--- src/rtl/seq_arb_pkg.sv ---
// Shared types and defaults for the sequenced datapath arbiter.
package seq_arb_pkg;

    localparam int unsigned NREQ_DEF  = 4;
    localparam int unsigned LEN_W_DEF = 4;

    typedef enum logic [2:0] {
        IDLE = 3'd0,
        CLR  = 3'd1,
        LOAD = 3'd2,
        RUN  = 3'd3,
        DONE = 3'd4
    } seq_state_t;

endpackage

--- src/rtl/seq_arb_ctrl_rr_arb.sv ---
// Combinational requester pick: round-robin from ptr, or lowest index
// when SEQ_FIXED_PRIO_EN is defined (ptr port then disappears).
module rr_arb #(
    parameter int unsigned NREQ  = 4,
    parameter int unsigned IDX_W = 2
) (
`ifndef SEQ_FIXED_PRIO_EN
    input  logic [IDX_W-1:0] ptr,
`endif
    input  logic [NREQ-1:0]  req,
    output logic [NREQ-1:0]  gnt_oh,
    output logic [IDX_W-1:0] gnt_idx
);

    logic             found;
    logic [IDX_W-1:0] sel;

`ifdef SEQ_FIXED_PRIO_EN
    // Lowest set request bit wins.
    always_comb begin
        gnt_oh  = '0;
        gnt_idx = '0;
        found   = 1'b0;
        sel     = '0;
        for (int unsigned k = 0; k < NREQ; k++) begin
            sel = IDX_W'(k);
            if (!found && req[sel]) begin
                found        = 1'b1;
                gnt_oh[sel]  = 1'b1;
                gnt_idx      = sel;
            end
        end
    end
`else
    // First set request bit at or after ptr, wrapping past NREQ-1.
    always_comb begin
        gnt_oh  = '0;
        gnt_idx = '0;
        found   = 1'b0;
        sel     = '0;
        for (int unsigned k = 0; k < NREQ; k++) begin
            sel = IDX_W'((32'(ptr) + k) % NREQ);
            if (!found && req[sel]) begin
                found        = 1'b1;
                gnt_oh[sel]  = 1'b1;
                gnt_idx      = sel;
            end
        end
    end
`endif

endmodule

--- src/rtl/seq_arb_ctrl.sv ---
// Shares one datapath among NREQ requesters: arbitrate, then run a
// CLR -> LOAD -> RUN x len -> DONE sequence for the winner.
// Build option: SEQ_FIXED_PRIO_EN selects fixed priority instead of round-robin.
module seq_arb_ctrl
    import seq_arb_pkg::*;
#(
    parameter int unsigned NREQ  = NREQ_DEF,
    parameter int unsigned LEN_W = LEN_W_DEF
) (
    input  logic                  clk,
    input  logic                  rstn,
    input  logic [NREQ-1:0]       req,
    input  logic [NREQ*LEN_W-1:0] len,
    output logic [NREQ-1:0]       grant,
    output logic [NREQ-1:0]       done,
    output logic                  busy,
    output logic                  ds_rst,
    output logic                  ds_load,
    output logic                  ds_enable
);

    localparam int unsigned IDX_W = (NREQ > 1) ? $clog2(NREQ) : 1;

    seq_state_t       state_q, state_d;
    logic [LEN_W-1:0] cnt_q, cnt_d;
    logic [LEN_W-1:0] len_q, len_d;
    logic [NREQ-1:0]  grant_d, done_d;
    logic             busy_d, ds_rst_d, ds_load_d, ds_enable_d;

    logic [NREQ-1:0]  arb_oh;
    logic [IDX_W-1:0] arb_idx;
    logic [LEN_W-1:0] len_arr [NREQ];

    // Unpack the flat length bus per requester.
    for (genvar g = 0; g < NREQ; g++) begin : g_len
        assign len_arr[g] = len[g*LEN_W +: LEN_W];
    end

`ifndef SEQ_FIXED_PRIO_EN
    logic [IDX_W-1:0] ptr_q, ptr_d;

    rr_arb #(.NREQ(NREQ), .IDX_W(IDX_W)) u_arb (
        .ptr     (ptr_q),
        .req     (req),
        .gnt_oh  (arb_oh),
        .gnt_idx (arb_idx)
    );

    // Advance the round-robin pointer past each new winner.
    always_comb begin
        ptr_d = ptr_q;
        if (state_q == IDLE && |req) begin
            ptr_d = (arb_idx == IDX_W'(NREQ - 1)) ? '0 : arb_idx + IDX_W'(1);
        end
    end

    // Round-robin pointer register.
    always_ff @(posedge clk or posedge rstn) begin
        if (rstn) ptr_q <= '0;
        else      ptr_q <= ptr_d;
    end
`else
    rr_arb #(.NREQ(NREQ), .IDX_W(IDX_W)) u_arb (
        .req     (req),
        .gnt_oh  (arb_oh),
        .gnt_idx (arb_idx)
    );
`endif

    // Next state, counters and the registered-output values for the next cycle.
    always_comb begin
        state_d = state_q;
        grant_d = grant;
        cnt_d   = cnt_q;
        len_d   = len_q;

        case (state_q)
            IDLE: begin
                if (|req) begin
                    state_d = CLR;
                    grant_d = arb_oh;
                    len_d   = len_arr[arb_idx];
                    cnt_d   = '0;
                end
            end
            CLR: begin
                state_d = LOAD;
            end
            LOAD: begin
                cnt_d   = '0;
                state_d = (len_q == '0) ? DONE : RUN;
            end
            RUN: begin
                cnt_d = cnt_q + LEN_W'(1);
                if (cnt_q == len_q - LEN_W'(1)) state_d = DONE;
            end
            DONE: begin
                state_d = IDLE;
                grant_d = '0;
            end
            default: begin
                state_d = IDLE;
                grant_d = '0;
            end
        endcase

        // Outputs are decoded from the state being entered so they line up with it.
        ds_rst_d    = (state_d == CLR);
        ds_load_d   = (state_d == LOAD);
        ds_enable_d = (state_d == LOAD) || (state_d == RUN);
        busy_d      = (state_d != IDLE);
        done_d      = (state_d == DONE) ? grant : '0;
    end

    // State, counter and output registers; reset forces the idle/datapath-reset view.
    always_ff @(posedge clk or posedge rstn) begin
        if (rstn) begin
            state_q   <= IDLE;
            cnt_q     <= '0;
            len_q     <= '0;
            grant     <= '0;
            done      <= '0;
            busy      <= 1'b0;
            ds_rst    <= 1'b1;
            ds_load   <= 1'b0;
            ds_enable <= 1'b0;
        end else begin
            state_q   <= state_d;
            cnt_q     <= cnt_d;
            len_q     <= len_d;
            grant     <= grant_d;
            done      <= done_d;
            busy      <= busy_d;
            ds_rst    <= ds_rst_d;
            ds_load   <= ds_load_d;
            ds_enable <= ds_enable_d;
        end
    end

endmodule

--- config.mk ---
export PLATFORM = sky130hd
export DESIGN_NAME = seq_arb_ctrl
export DESIGN_NICKNAME = d
export VERILOG_FILES = /design/src/rtl/seq_arb_pkg.sv /design/src/rtl/seq_arb_ctrl_rr_arb.sv /design/src/rtl/seq_arb_ctrl.sv
export SDC_FILE = /design/constraint.sdc
export NUM_CORES = 1
export LEC_CHECK = 0
export BUFFER_PORTS_ARGS = -buffer_cell sky130_fd_sc_hd__buf_2
export CORE_MARGIN = 3
export CORE_UTILIZATION = 55
export DETAILED_ROUTE_END_ITERATION = 6
export GPL_ROUTABILITY_DRIVEN = 1
export PLACE_DENSITY = 0.9
export SLEW_MARGIN = 20
export SYNTH_ARGS = -nofsm -noshare
export SYNTH_HDL_FRONTEND = slang
export SYNTH_SLANG_ARGS = --single-unit
--- constraint.sdc ---
create_clock -name clk -period 3.81 [get_ports clk]
set_input_delay 0.1905 -clock clk [delete_from_list [all_inputs] [get_ports clk]]
set_output_delay 0.1905 -clock clk [all_outputs]
set_load 0.05 [all_outputs]
==> flow_summary.json, run 1 <==
{
  "cts_tree": "built",
  "worstPathCellList": "clkinv_1, ha_1, mux4_2, nor2b_1, mux2i_1, nand2_2, a221oi_1, a311oi_1",
  "maxCapViolCount": 0,
  "syn_nets": 218,
  "cts_hold_repair.buffers": 0,
  "min_period_over_period_pct": 78.4,
  "synth-adder-area-share_pct": 7.21,
  "clock_skew_ns": 0.0141,
  "placed_area_um2": 1920,
  "grt_usage_pct": 19.3,
  "rr_worst_depth": 8,
  "crit_buf_inv": 1,
  "grt_max_degree": 26,
  "critPathKind": "reg2reg",
  "initial_utilization_pct": 60.3,
  "core_area_um2": 2880,
  "wl_um": 3500,
  "cp-start-kind": "flip-flop",
  "ys_seq_area_share_pct": 36.1,
  "grt_overflow": 0,
  "synth-edff-count": 0,
  "critPathTopFamily": "multiplexers",
  "final_nets": 249,
  "layout_common_cells": "buf_2 (33), nor2_1 (24), dfrtp_1 (24)",
  "place_hpwl_um": 2690,
  "synth.distinct_cells": 36,
  "via_count": 1520,
  "syn_area_um2": 1740,
  "wire_per_inst_um": 13.6,
  "final-setup-viol-count": 0,
  "insertion_delay_ns": 0.32,
  "relSlewSlack_pct": 40.2,
  "antenna_found_initial": 0,
  "die_area_um2": 3870,
  "h-tree-depth": 1,
  "fp.dieW_um": 62.2,
  "drt_iter0_drc": 49,
  "rsz0062_at_grt": "no",
  "num-fill-cells": 242,
  "leakagePower_nw": 0.870,
  "max_freq_mhz": 335,
  "endpoint_kind": "flip-flop",
  "ios": 34,
  "ant_nets": 0,
  "clock_sinks": 25,
  "clk_pin_slew_ns": 0.14,
  "tightest_slew_ns": 0.895,
  "clockBufferDepth": 2,
  "hold_viol": 0,
  "crit_path_top_delay_cell": "mux4_2",
  "synth-xor-area-share_pct": 4.04,
  "maxSlewViolCount": 0,
  "ir_drop_mv": 0.459,
  "grt_pass1_vias": 1419,
  "grt_pass1_wl_um": 6270,
  "yosysWarningCount": 0,
  "cts-buffers-inserted": 3,
  "yosys.area_share.simple_pct": 17.4,
  "final_area_um2": 1950,
  "cts_setup_buffers": 0,
  "final_common_cell": "buf_2",
  "critPathArrivalTime_ns": 3.19,
  "diodes": 0,
  "synth_top_family_by_area": "compound AO/OA/AOI/OAI gates",
  "synth_compound_area_share_pct": 22.0,
  "viasPerCell": 5.89,
  "die_y_um": 62.2,
  "min_path_type": "in2async",
  "fin_crit_ns": 2.99,
  "syn_to_final_growth_pct": 12.3,
  "drc_errors": 0,
  "tns_ns": 0,
  "status": "finished, final reports clean",
  "async_reset_ff_share_pct": 100,
  "ctsResizeCount": 0,
  "synthFlopType": "dfrtp_1",
  "synthMuxAreaShare_pct": 8.65,
  "worst-path-stages": 8,
  "drive_gt1_share_pct": 22.2,
  "slowest_delay_ns": 0.61,
  "rows": 19,
  "fin_hold_ws_ns": 0.0372,
  "cellPowerDensity_nw_per_um2": 813,
  "rrSetupSlack_ns": 0.82,
  "crit_required_ns": 4.01,
  "fin_util_pct": 67.8,
  "gp_congestion": 0.887,
  "crit_fanout": 9,
  "avgSynthCellArea_um2": 9.33,
  "drt-pass1-iter-count": 4,
  "synthCells": 186,
  "ys_ff_latch": 25,
  "io_buffers": 33,
  "cts_root_buffer": "clkbuf_4"
}
-- report_power, final --
group          leakage [nW]  internal, mW  switching [mW]
combinational         0.548         0.406           0.583
sequential            0.305         0.361           0.116
clock                0.0177        0.0393          0.0784
total                 0.870         0.807           0.777
-- metrics by stage --
stage | setup slack [ns] | power [mW] | std cells
floorplan | 0.580 | 1.31 | 186
global placement | 0.884 | 1.45 | 254
detailed placement | 0.853 | 1.47 | 254
CTS | 0.837 | 1.59 | 258
global route | 0.504 | 1.74 | 258
finish | 0.824 | 1.58 | 258
-- worst reg2reg max path: stages (launching register included) --
cell and delay (ns):
dfrtp_1 0.37, clkinv_1 0.25, ha_1 0.50, mux4_2 0.61, nor2b_1 0.25, mux2i_1 0.24
nand2_2 0.16, a221oi_1 0.40, a311oi_1 0.09
-- state kept, by name, summed over array words and instances (netlist names), named ones only --
register and count:
busy 1, cnt_q 4, done 4, ds_enable 1, ds_load 1, ds_rst 1, grant 4, len_q 4
ptr_q 1, state_q 3
-- worst paths after layout --
path,to,start
min in group clk,len_q[1],len[13]
worst max-delay path,len_q[0],flip-flop
worst min-delay path,cnt_q[1],rstn
worst min register to register,done[1],grant[1]
worst max register to register,len_q[0],flip-flop
max in group asynchronous,grant[3],rstn
-- cell families after synthesis --
| kind of cell | Yosys count |
|---|---|
| buf+inv | 16 |
| mux | 11 |
| fa+ha+maj | 10 |
| compound gates | 53 |
| simple gates | 63 |
| xor+xnor | 8 |
| flops | 25 |
-- metal layers --
metal  up-vias  track usage (%)  wire, µm
met3         4            0.721       111
met2        40             33.1      1700
met4         0             8.29        56
met1       725             25.6      1630
li1        751                -         -
met5         -                0         0
-- cells in the mapped netlist (2+ instances only) --
cell	instances	share of area, %
a211oi_1	8	3.5
a221oi_1	11	5.6
clkbuf_1	4	0.86
nor2_1	24	5.2
a22oi_1	4	1.7
a21o_1	3	1.3
mux2i_1	6	3.5
xnor2_1	8	4.0
buf_2	3	0.86
dfrtp_1	24	35
nor4_1	2	0.72
inv_1	6	1.3
a2111oi_0	4	2.0
a311oi_1	3	1.5
nand3_1	2	0.58
nand2_1	11	2.4
and2_1	5	1.8
or3_1	2	0.72
nor2b_1	7	2.5
nor3b_1	3	1.3
mux4_2	3	3.9
nor3_1	4	1.2
a21oi_1	11	3.2
o21ai_0	5	1.4
buf_6	2	1.3
ha_1	10	7.2
o31ai_1	2	0.86
-- cell type report --
type                       count  area, µm²  share of cell area [%]
inverter                       7       26.3                    1.35
multi-input combinational    145       1040                    53.1
clock inverter                 1       5.00                   0.257
clock buffer                   3       22.5                    1.16
timing repair buffer          35        180                    9.24
tap                           42       52.6                    2.70
sequential                    25        627                    32.2
(Power assumes the default switching activity.)
==> run 2: changes to the inputs <==
- ABC_AREA: unset -> 1
- clock period: 3.81 -> 2.9 ns (I/O delays scaled with it)
==> run 2 against run 1 <==
Against the previous run: the flow now finishes with violations (negative hold slack); total power is 59% higher; register-to-register slack worse by 0.38 ns; synthesized area hardly changed; largest power group unchanged; count of clock-buffer cells in the layout is 1 higher; hold slack worse by 0.062 ns; sequential cell count stayed put.
==> flow_summary.json, run 2 <==
{
  "final_common_cell": "nand2_1",
  "num-fill-cells": 243,
  "syn_area_um2": 1730,
  "grt_pass1_vias": 1429,
  "leakagePower_nw": 1.12,
  "ios": 34,
  "avgSynthCellArea_um2": 7.20,
  "violations": "negative hold slack",
  "antenna_found_initial": 0,
  "place_hpwl_um": 2710,
  "status": "finished, violations left",
  "cts_setup_buffers": 0,
  "crit_required_ns": 3.14,
  "rrSetupSlack_ns": 0.44,
  "cts-buffers-inserted": 3,
  "maxSlewViolCount": 0,
  "h-tree-depth": 1,
  "drc_errors": 0,
  "yosysWarningCount": 0,
  "rsz0062_at_grt": "no",
  "max_freq_mhz": 407,
  "clock_skew_ns": 0.00526,
  "die_area_um2": 3860,
  "insertion_delay_ns": 0.32,
  "diodes": 0,
  "ctsResizeCount": 0,
  "synth.distinct_cells": 25,
  "seq_area_um2": 627,
  "min_path_type": "in2async",
  "worstPathCellList": "inv_2, ha_1, inv_1, nand3_1, nand2_1, nand3_1, a21oi_1, a21oi_1, o22ai_1",
  "initial_utilization_pct": 60.3,
  "crit_path_top_delay_cell": "dfrtp_1",
  "clk_pin_slew_ns": 0.13,
  "async_reset_ff_share_pct": 100,
  "wire_per_inst_um": 10.5,
  "relSlewSlack_pct": 43.1,
  "syn_to_final_growth_pct": 13.9,
  "critPathArrivalTime_ns": 2.70,
  "maxCapViolCount": 0,
  "ys_seq_area_share_pct": 36.1,
  "drive_gt1_share_pct": 19.1,
  "synth_top_cells_by_count": "nand2_1 (56), inv_1 (47), nand3_1 (31), dfrtp_1 (24), nor2_1 (18)",
  "synth_top_area_share_pct": 34.6,
  "cellPowerDensity_nw_per_um2": 1280,
  "clock_sinks": 25,
  "critPathKind": "reg2reg",
  "ys_ff_latch": 25,
  "layout_common_cells": "nand2_1 (56), inv_1 (47), buf_2 (33), nand3_1 (31), dfrtp_1 (24)",
  "drt_iter0_drc": 81,
  "cts_root_buffer": "clkbuf_4",
  "ir_drop_mv": 0.738,
  "slowest_delay_ns": 0.57,
  "synth-edff-count": 0,
  "grt_max_degree": 26,
  "fin_crit_ns": 2.46,
  "ant_nets": 0,
  "hold_viol": 24,
  "gp_congestion": 0.879,
  "tns_ns": 0,
  "syn_nets": 273,
  "yosys.area.top_type": "dfrtp_1",
  "io_buffers": 33,
  "numPlacedInstances": 315,
  "endpoint_kind": "flip-flop",
  "grt_overflow": 0,
  "fin_util_pct": 68.6,
  "fin_hold_ws_ns": -0.0252,
  "yosysMostFrequentCell": "nand2_1",
  "critPathTopFamily": "compound AO/OA/AOI/OAI gates",
  "viasPerCell": 5.01,
  "synthCells": 241,
  "final_nets": 310,
  "tightest_slew_ns": 0.852,
  "crit_fanout": 10,
  "crit_buf_inv": 2,
  "multi_input_area_um2": 916,
  "min_period_over_period_pct": 84.8,
  "cp-start-kind": "flip-flop",
  "clockBufferDepth": 2,
  "layoutNonFillerInstCount": 319,
  "cts_hold_repair.buffers": 0,
  "die_y_um": 62.2,
  "fp.dieW_um": 62.2,
  "cts_tree": "built",
  "synth_area_leaders": "dfrtp_1 (35%), nand2_1 (12%), inv_1 (10%)",
  "via_count": 1598,
  "grt_usage_pct": 18.0,
  "final-setup-viol-count": 0,
  "wl_um": 3340,
  "synthFlopType": "dfrtp_1",
  "grt_pass1_wl_um": 5840,
  "core_area_um2": 2880,
  "rows": 19,
  "dp_slack_ns": 0.521,
  "drt-pass1-iter-count": 4,
  "setup_ws_ns": 0.441
}
-- run 2: metal layers --
| layer | wire (µm) | GRT usage [%] |
|---|---|---|
| met3 | 173 | 2.52 |
| met4 | 23 | 6.63 |
| met5 | 0 | 0 |
| met1 | 1570 | 23.2 |
| met2 | 1570 | 30.9 |
-- run 2: worst paths after layout --
kind | to | cells past startpoint | startpoint
max | grant[1] | 9 | flip-flop
min | len_q[0] | 2 | rstn
max reg2reg | grant[1] | 9 | flip-flop
min in group clk | len_q[1] | 7 | len[5]
max in group asynchronous | grant[2] | 2 | rstn
min reg2reg | ds_load | 1 | state_q[2]
-- run 2: cells by family (layout without fill, tap and decap cells) --
group	Yosys count	in the layout	synth area share (%)
xor+xnor	8	8	4.04
buf+inv	51	87	11.0
flops	25	25	36.1
fa+ha+maj	10	10	7.22
simple gates	121	121	33.5
compound gates	26	26	8.01
-- run 2: layout make-up --
cell class	instances	share of cell area [%]
multi-input combinational	165	46.4
sequential	25	31.7
inverter	50	9.51
timing repair buffer	33	8.37
tap	42	2.66
clock buffer	4	1.33
-- run 2: metrics by stage --
stage                     power, mW  cell area (µm²)  hold WS, ns
after CTS                      2.52             1970       0.0133
after detailed placement       2.37             1950        0.369
after floorplan                2.04             1730        0.172
after global placement         2.31             1950        0.370
after global routing           2.79             1970       0.0810
final                          2.52             1970      -0.0252
-- run 2: report_power, final --
group          internal (mW)  total [mW]  switching (mW)
clock network         0.0539       0.153          0.0990
logic                  0.580        1.79            1.21
registers              0.479       0.580           0.101
